`src/rtl/uart_arb_pkg.sv`:
```
// uart_arb_pkg: shared definitions for the UART transmit arbiter.
//   - default values of NREQ, DATA_W and BUSY_TO
//   - state encoding of the arbiter FSM
package uart_arb_pkg;

    localparam int NREQ_DEFAULT    = 4;
    localparam int DATA_W_DEFAULT  = 8;
    localparam int BUSY_TO_DEFAULT = 4;

    typedef enum logic [2:0] {
        ST_IDLE      = 3'd0,
        ST_START     = 3'd1,
        ST_WAIT_BUSY = 3'd2,
        ST_WAIT_DONE = 3'd3,
        ST_ACK       = 3'd4
    } arb_state_t;

endpackage

```
`src/rtl/uart_tx_arbiter_rr_picker.sv`:
```
// rr_picker: combinational round-robin search.
//   req        in  NREQ   request vector
//   last_grant in  GW     most recently served requester
//   valid      out 1      some request is pending
//   index      out GW     first pending requester after last_grant (wrapping)
module rr_picker #(
    parameter int NREQ = 4
) (
    input  logic [NREQ-1:0]         req,
    input  logic [$clog2(NREQ)-1:0] last_grant,
    output logic                    valid,
    output logic [$clog2(NREQ)-1:0] index
);

    localparam int GW = $clog2(NREQ);

    logic [GW-1:0] cand;

    // k = 1..NREQ visits last_grant+1 first and last_grant itself last,
    // which is what keeps a requester that never drops req from starving others.
    always_comb begin
        valid = 1'b0;
        index = '0;
        cand  = '0;
        for (int k = 1; k <= NREQ; k++) begin
            cand = GW'((int'(last_grant) + k) % NREQ);
            if (!valid && req[cand]) begin
                valid = 1'b1;
                index = cand;
            end
        end
    end

endmodule

```
`src/rtl/uart_tx_arbiter.sv`:
```
// uart_tx_arbiter: shares one UART transmitter between NREQ requesters.
//   clk, rst_n   clock, asynchronous active-low reset
//   req          per-requester request level, held until ack
//   req_data     requester i's byte at [i*DATA_W +: DATA_W]
//   ack          one-cycle pulse to the served requester
//   tx_start     one-cycle start pulse to the transmitter
//   tx_data      latched byte, stable from tx_start until ack
//   tx_busy      transmitter busy level
//   grant_id     requester being served
//   busy         high whenever the FSM is not idle
//   timeout      one-cycle pulse when tx_busy never rose
//
// state      | meaning
// -----------+-----------------------------------------------------
// IDLE       | waiting for any req; winner latched on leaving
// START      | tx_start high for this single cycle
// WAIT_BUSY  | waiting for tx_busy to rise, bounded by BUSY_TO
// WAIT_DONE  | waiting for tx_busy to fall
// ACK        | ack[grant_id] high, last_grant updated
module uart_tx_arbiter
    import uart_arb_pkg::*;
#(
    parameter int NREQ    = NREQ_DEFAULT,
    parameter int DATA_W  = DATA_W_DEFAULT,
    parameter int BUSY_TO = BUSY_TO_DEFAULT
) (
    input  logic                     clk,
    input  logic                     rst_n,
    input  logic [NREQ-1:0]          req,
    input  logic [NREQ*DATA_W-1:0]   req_data,
    output logic [NREQ-1:0]          ack,
    output logic                     tx_start,
    output logic [DATA_W-1:0]        tx_data,
    input  logic                     tx_busy,
    output logic [$clog2(NREQ)-1:0]  grant_id,
    output logic                     busy,
    output logic                     timeout
);

    localparam int GW = $clog2(NREQ);
    localparam int CW = $clog2(BUSY_TO + 1);

    arb_state_t        state_q, state_d;
    logic [GW-1:0]     grant_id_q, grant_id_d;
    logic [GW-1:0]     last_grant_q, last_grant_d;
    logic [DATA_W-1:0] tx_data_q, tx_data_d;
    logic [CW-1:0]     cnt_q, cnt_d;
    logic [NREQ-1:0]   ack_q, ack_d;
    logic              tx_start_q, tx_start_d;
    logic              timeout_q, timeout_d;
    logic              busy_q, busy_d;

    logic              pick_valid;
    logic [GW-1:0]     pick_idx;
    logic [DATA_W-1:0] pick_data;

    rr_picker #(
        .NREQ (NREQ)
    ) u_picker (
        .req        (req),
        .last_grant (last_grant_q),
        .valid      (pick_valid),
        .index      (pick_idx)
    );

    always_comb begin
        pick_data = '0;
        for (int i = 0; i < NREQ; i++) begin
            if (pick_idx == GW'(i)) begin
                pick_data = req_data[i*DATA_W +: DATA_W];
            end
        end
    end

    // cnt_q is the timeout down-counter: loaded with BUSY_TO when a grant is
    // made, decremented from START onward. The cycle in which it sits at zero
    // in WAIT_BUSY is the timeout cycle; the FSM leaves for ACK at its end.
    always_comb begin
        state_d      = state_q;
        grant_id_d   = grant_id_q;
        last_grant_d = last_grant_q;
        tx_data_d    = tx_data_q;
        cnt_d        = cnt_q;

        case (state_q)
            ST_IDLE: begin
                if (pick_valid) begin
                    state_d    = ST_START;
                    grant_id_d = pick_idx;
                    tx_data_d  = pick_data;
                    cnt_d      = CW'(BUSY_TO);
                end
            end
            ST_START: begin
                state_d = ST_WAIT_BUSY;
                cnt_d   = cnt_q - CW'(1);
            end
            ST_WAIT_BUSY: begin
                if (cnt_q == '0) begin
                    state_d = ST_ACK;
                end else if (tx_busy) begin
                    state_d = ST_WAIT_DONE;
                    cnt_d   = '0;
                end else begin
                    cnt_d = cnt_q - CW'(1);
                end
            end
            ST_WAIT_DONE: begin
                if (!tx_busy) begin
                    state_d = ST_ACK;
                end
            end
            ST_ACK: begin
                state_d      = ST_IDLE;
                last_grant_d = grant_id_q;
            end
            default: state_d = ST_IDLE;
        endcase

        // Outputs are decoded from the next state so they appear registered
        // in the same cycle the FSM occupies that state.
        tx_start_d = (state_d == ST_START);
        busy_d     = (state_d != ST_IDLE);
        timeout_d  = (state_d == ST_WAIT_BUSY) && (cnt_d == '0);
        ack_d      = '0;
        if (state_d == ST_ACK) begin
            ack_d[grant_id_d] = 1'b1;
        end
    end

    always_ff @(posedge clk or negedge rst_n) begin
        if (!rst_n) begin
            state_q      <= ST_IDLE;
            grant_id_q   <= '0;
            last_grant_q <= GW'(NREQ - 1);
            tx_data_q    <= '0;
            cnt_q        <= '0;
            ack_q        <= '0;
            tx_start_q   <= 1'b0;
            timeout_q    <= 1'b0;
            busy_q       <= 1'b0;
        end else begin
            state_q      <= state_d;
            grant_id_q   <= grant_id_d;
            last_grant_q <= last_grant_d;
            tx_data_q    <= tx_data_d;
            cnt_q        <= cnt_d;
            ack_q        <= ack_d;
            tx_start_q   <= tx_start_d;
            timeout_q    <= timeout_d;
            busy_q       <= busy_d;
        end
    end

    assign ack      = ack_q;
    assign tx_start = tx_start_q;
    assign tx_data  = tx_data_q;
    assign grant_id = grant_id_q;
    assign busy     = busy_q;
    assign timeout  = timeout_q;

endmodule

```
`config.mk`:
```
export PLATFORM = sky130hd
export DESIGN_NAME = uart_tx_arbiter
export DESIGN_NICKNAME = d
export VERILOG_FILES = /design/src/rtl/uart_arb_pkg.sv /design/src/rtl/uart_tx_arbiter_rr_picker.sv /design/src/rtl/uart_tx_arbiter.sv
export SDC_FILE = /design/constraint.sdc
export NUM_CORES = 1
export LEC_CHECK = 0
export BUFFER_PORTS_ARGS = -buffer_cell sky130_fd_sc_hd__buf_2
export CAP_MARGIN = 20
export CORE_ASPECT_RATIO = 1.2
export CORE_MARGIN = 1.5
export CORE_UTILIZATION = 50
export CTS_BUF_LIST = sky130_fd_sc_hd__clkbuf_4 sky130_fd_sc_hd__clkbuf_8
export DETAILED_ROUTE_END_ITERATION = 6
export PLACE_DENSITY = 0.81
export SLEW_MARGIN = 20
export SYNTH_ARGS = -nofsm -noshare
export SYNTH_HDL_FRONTEND = slang
export SYNTH_HIERARCHICAL = 1
export SYNTH_SLANG_ARGS = --single-unit
```
`constraint.sdc`:
```
create_clock -name clk -period 2.75 [get_ports clk]
set_input_delay 0.4125 -clock clk [delete_from_list [all_inputs] [get_ports clk]]
set_output_delay 0.4125 -clock clk [all_outputs]
set_load 0.05 [all_outputs]
```
Word-level counts from Yosys, hierarchy flattened
Cells that the tools add are included.

storage, ports and cells
  register bits after elaboration = 25
  word-level logic and storage cells = 78
  output and inout port bits = 17
  bits of input ports = 39

cells by class
  add/subtract/negate cells = 5
  equality and inequality tests = 10
  reduce and logical (&&, ||, !) cells = 14
  magnitude comparators = 6
  multiplexer cells = 34

operators by type and width
  kind                 number
  $mux 8               4
  $mux 3               7
  $lt 2x3->1 const B   5
  $mux 2               6
  $pmux 3 s4           1
  $eq 3x2->1 const B   3
  $logic_not 3->1      3
  $mux 1               9
  $pmux 3 s3           1
  $bmux 1 s2           4
  $eq 3x1->1 const B   2
  $eq 3x3->1 const B   2
  $logic_and 1x1->1    5
  $add 2x1->2 const B  2
  $add 2x2->2 const B  2
  $eq 2x2->1 const B   2
  $mux 4               1
  $logic_not 1->1      3
  $reduce_bool 3->1    1
  $sub 3x1->3 const B  1
  $demux 1 s2          1
  $eq 2x1->1 const B   1
  $ge 2x1->1 const B   1
  $logic_not 2->1      1
  $reduce_and 2->1     1

Logic depth before layout (Yosys ltp)
  depth in word-level cells = 20
  mapped depth = 7
  depth with buffers taken out = 6

Cells and area by module
Netlist, hierarchy kept.

modules (own cells, without submodules)
  module           area an instance (um^2)  times used  cells an instance
  uart_tx_arbiter  1,378.8                  1           103
  rr_picker        91.3                     1           14

Worst setup path before layout
OpenSTA, ideal clock, no wires.

  path kind = register to register
  start point = register last_grant_q[1]
  end point = register tx_data_q[0], in the netlist tx_data[0]
  cell stages (with the launch flop) = 7
  data required time = 2,625 ps
  data arrival time = 1,886 ps
  path slack = 739 ps
  period minus slack after synthesis = 2,011 ps
  path through = dfstp_2 -> nand2b_1 -> a21oi_2 -> o221ai_2 -> buf_6 -> mux4_2 -> mux2_4

between the ends
  longest elaborated chain between the ends = 18
  elaborated cells between the ends (all ways) = 35

ends and longest elaborated chain
  item                          line                             RTL
  from (decl)                   uart_tx_arbiter.sv:45            logic [GW-1:0] last_grant_q, last_grant_d;
  from (signal assigned)        uart_tx_arbiter.sv:135           last_grant_q <= GW'(NREQ - 1);
  from (signal assigned)        uart_tx_arbiter.sv:145           last_grant_q <= last_grant_d;
  $add 2x1->2                   uart_tx_arbiter_rr_picker.sv:26  cand = GW'((int'(last_grant) + k) % NREQ);
  $bmux 1 s2                    uart_tx_arbiter_rr_picker.sv:27  if (!valid && req[cand]) begin
  $mux 1 (implied by the code)  uart_tx_arbiter_rr_picker.sv:27
  $mux 1                        uart_tx_arbiter_rr_picker.sv:27
  $logic_not 1->1               uart_tx_arbiter_rr_picker.sv:27
  $logic_and 1x1->1             uart_tx_arbiter_rr_picker.sv:27
  $mux 1                        uart_tx_arbiter_rr_picker.sv:27
  $logic_not 1->1               uart_tx_arbiter_rr_picker.sv:27
  $logic_and 1x1->1             uart_tx_arbiter_rr_picker.sv:27
  $mux 1                        uart_tx_arbiter_rr_picker.sv:27
  $logic_not 1->1               uart_tx_arbiter_rr_picker.sv:27
  $logic_and 1x1->1             uart_tx_arbiter_rr_picker.sv:27
  $mux 2 *                      uart_tx_arbiter_rr_picker.sv:27
  net pick_idx[0]               uart_tx_arbiter.sv:54            logic [GW-1:0] pick_idx;
  $logic_not 2->1               uart_tx_arbiter.sv:69            if (pick_idx == GW'(i)) begin
  $mux 8 (3 in a row)           uart_tx_arbiter.sv:69
  $mux 8 *                      uart_tx_arbiter.sv:69
  to (signal assigned)          uart_tx_arbiter.sv:146           tx_data_q <= tx_data_d;
  to (decl)                     uart_tx_arbiter.sv:46            logic [DATA_W-1:0] tx_data_q, tx_data_d;

Mark *: on every way through the listed nets, which the timed path passes. The rest lies on a longest branch. The select of a mux whose other input is x is not followed.
A chain may end at the register's enable or synchronous reset.

Worst setup path after layout
  start point = register last_grant_q[1]
  end point = register tx_data_q[7], in the netlist tx_data[7]

The elaborated chain is that of the path after synthesis.

==> impl_metrics.json <==
{
  "synth.avg_cell_area_sq_um": 12.6,
  "multi_input_area_sq_um": 763,
  "p_leak_uw": 0.000876,
  "synth_fa_ha_area_share_pct": 1.70,
  "ys_seq_elements": 25,
  "synth_xor_area_share_pct": 0,
  "grt_max_degree": 26,
  "crit_fanout": 12,
  "peakVddDrop_v": 0.000790,
  "placed_cell_area_sq_um": 1760,
  "antenna_found_initial": 0,
  "clock_path_buffers": 2,
  "start_util_pct": 52.8,
  "wl_mm": 3.14,
  "clock-sinks": 25,
  "grt_setup_unrepaired": "false",
  "tns_ns": 0,
  "layout_common_cells": "buf_2, dfrtp_1, nor2_1",
  "synth-edff-count": 0,
  "diodes": 0,
  "grtUsageTotal_pct": 20.1,
  "arrival_ns": 2.36,
  "post_cts_resized": 0,
  "yosysSeqAreaShare_pct": 42.7,
  "async_flop_share_pct": 100,
  "insertion_delay_ns": 0.31,
  "slew_headroom_pct": 63.1,
  "firstDrtPassIters": 4,
  "ctsHoldBuffers": 0,
  "netlist_instances": 117,
  "clock_skew_ns": 0.0133,
  "critPathLaunchType": "flop",
  "synth-simple-area-share_pct": 13.9,
  "wl_per_cell_um": 15.2,
  "dp.cells": 203,
  "layout-drive-gt1-share_pct": 52.0,
  "fillers": 228,
  "grt_pass1_wl_mm": 5.09,
  "r2r-start": "last_grant_q[1]",
  "num_rows": 21,
  "synth_compound_area_share_pct": 9.28,
  "dieWidth_um": 52.5,
  "syn_nets": 158,
  "power_uw": 2210,
  "die_y_um": 62.4,
  "area_growth_pct": 21.9,
  "fin_ws_ns": 0.593,
  "final_common_cell": "buf_2",
  "tightest_slew_ns": 0.554,
  "gp_congestion": 0.828,
  "numCtsBuffers": 3,
  "period_minus_slack_ns": 2.16,
  "fin_nets": 215,
  "hold_violations": 0,
  "drt_iter0_markers": 26,
  "grtUsageMet2_pct": 38.3,
  "ff_latch_area_sq_um": 628,
  "slew_violations": 0,
  "grtUsageMet3_pct": 3.35,
  "worstPathCellList": "nand2b_1 > a21oi_2 > o221ai_2 > buf_4 > mux4_1 > mux2_2",
  "dpl_worst_slack_ns": 0.571,
  "hp-class": "in -> async",
  "crit_start": "last_grant_q[1]",
  "fin_crit_sh_pct": 78.4,
  "drc": 0,
  "clockRootBuffer": "clkbuf_4",
  "place_hpwl_mm": 2.45,
  "critPathKind": "reg -> reg",
  "grt_overflow": 0,
  "run_status": "finished clean",
  "cts_setup_buffers": 0,
  "path_clk_slew_ns": 0.14,
  "finalNonFillerCells": 207,
  "cts_tree": "built",
  "synth-main-ff-cell": "dfrtp_1",
  "drv_cap": 0,
  "io_pins": 56,
  "end_kind": "flop",
  "max_stage_delay_ns": 0.61,
  "grt_pass1_vias": 1213,
  "core_area_sq_um": 2790,
  "clock.fmax_ghz": 0.464,
  "grtUsageMet1_pct": 22.0,
  "synth_top_family_by_area": "multiplexers",
  "crit_slowest_cell": "dfstp_2",
  "htreeDepth": 1,
  "synth_cell_types": 33,
  "via_per_inst": 5.72,
  "dr_total_vias": 1184,
  "setup_viol": 0,
  "portBuffers": 55,
  "power.density_nw_per_um2": 1230,
  "ys_warn_count": 6,
  "synthesis.area_sq_um": 1470,
  "cp.required_ns": 2.95,
  "ant_nets": 0,
  "top_usage_layer": "met2",
  "final_cell_area_sq_um": 1790,
  "synthMuxAreaShare_pct": 27.1,
  "dieArea_sq_um": 3280
}
-- where the power goes --
group,switching [uW],leakage (uW),internal (uW)
clock,108,0.0000139,55.4
sequential,163,0.000303,536
combinational,787,0.000559,562
total,1060,0.000876,1150
-- routing by layer --
layer | vias to the layer above | part of all wire (%)
met1 | 588 | 38
li1 | 543 | -
met5 | - | 0
met3 | 2 | 6.9
met2 | 51 | 54
met4 | 0 | 0.45
-- cell usage after synthesis (3+ instances only) --
library cell / count / area (sq um)
inv_1: 8 / 30.0
nor2_1: 11 / 41.3
mux2_4: 9 / 135
a21oi_1: 4 / 20.0
buf_4: 3 / 22.5
mux2i_1: 3 / 30.0
nor3b_1: 3 / 22.5
dfrtp_1: 23 / 576
mux2_2: 4 / 45.0
nand2_1: 5 / 18.8
mux4_2: 6 / 135
nand2b_1: 5 / 31.3
a31oi_1: 6 / 37.5
-- critical path, delay by kind of cell, from the launching register on --
kind | cells | cell delay (ns)
multiplexers | 2 | 0.84
flip-flops | 1 | 0.61
buffers and inverters | 1 | 0.25
AO/OA/AOI/OAI | 2 | 0.22
AND/OR/NAND/NOR | 1 | 0.13
-- state kept, by name (all words and copies together) (netlist names) --
name / cells
ack: 4
busy: 1
cnt_q: 3
grant_id: 2
last_grant_q: 2
state_q: 3
timeout: 1
tx_data: 8
tx_start: 1
-- worst paths after layout --
| kind | depth (start not counted) | end | slack [ns] |
|---|---|---|---|
| min in group clk | 3 | state_q[0] | 0.40 |
| worst min-delay path | 1 | timeout | 0.06 |
| worst max-delay path | 6 | tx_data[7] | 0.59 |
| worst max register to register | 6 | tx_data[7] | 0.59 |
| max in group asynchronous | 1 | last_grant_q[0] | 2.30 |
| worst min register to register | 1 | tx_data[7] | 0.53 |
-- kinds of logic after synthesis --
| family | Yosys count |
|---|---|
| AND/OR/NAND/NOR | 33 |
| flip-flops | 25 |
| buffers and inverters | 14 |
| multiplexers | 24 |
| AO/OA/AOI/OAI | 19 |
| adder cells (fa/ha/maj) | 2 |
-- layout make-up --
cell class	count	share of cell area (%)
Multi-Input combinational cell	78	42.6
Clock inverter	1	0.419
Sequential cell	25	35.1
Timing Repair Buffer	58	16.6
Inverter	8	1.68
Clock buffer	3	1.26
Tap cell	34	2.37
-- per-stage QoR --
stage | hold slack (ns) | util [%]
after floorplan | 0.117 | -
after CTS | 0.0615 | 64.3
after detailed placement | 0.428 | 63.3
after global placement | 0.427 | 63.3
final | 0.0596 | 64.3
after global routing | 0.0851 | 64.3
Note: power is estimated with default switching activity, not from simulation.
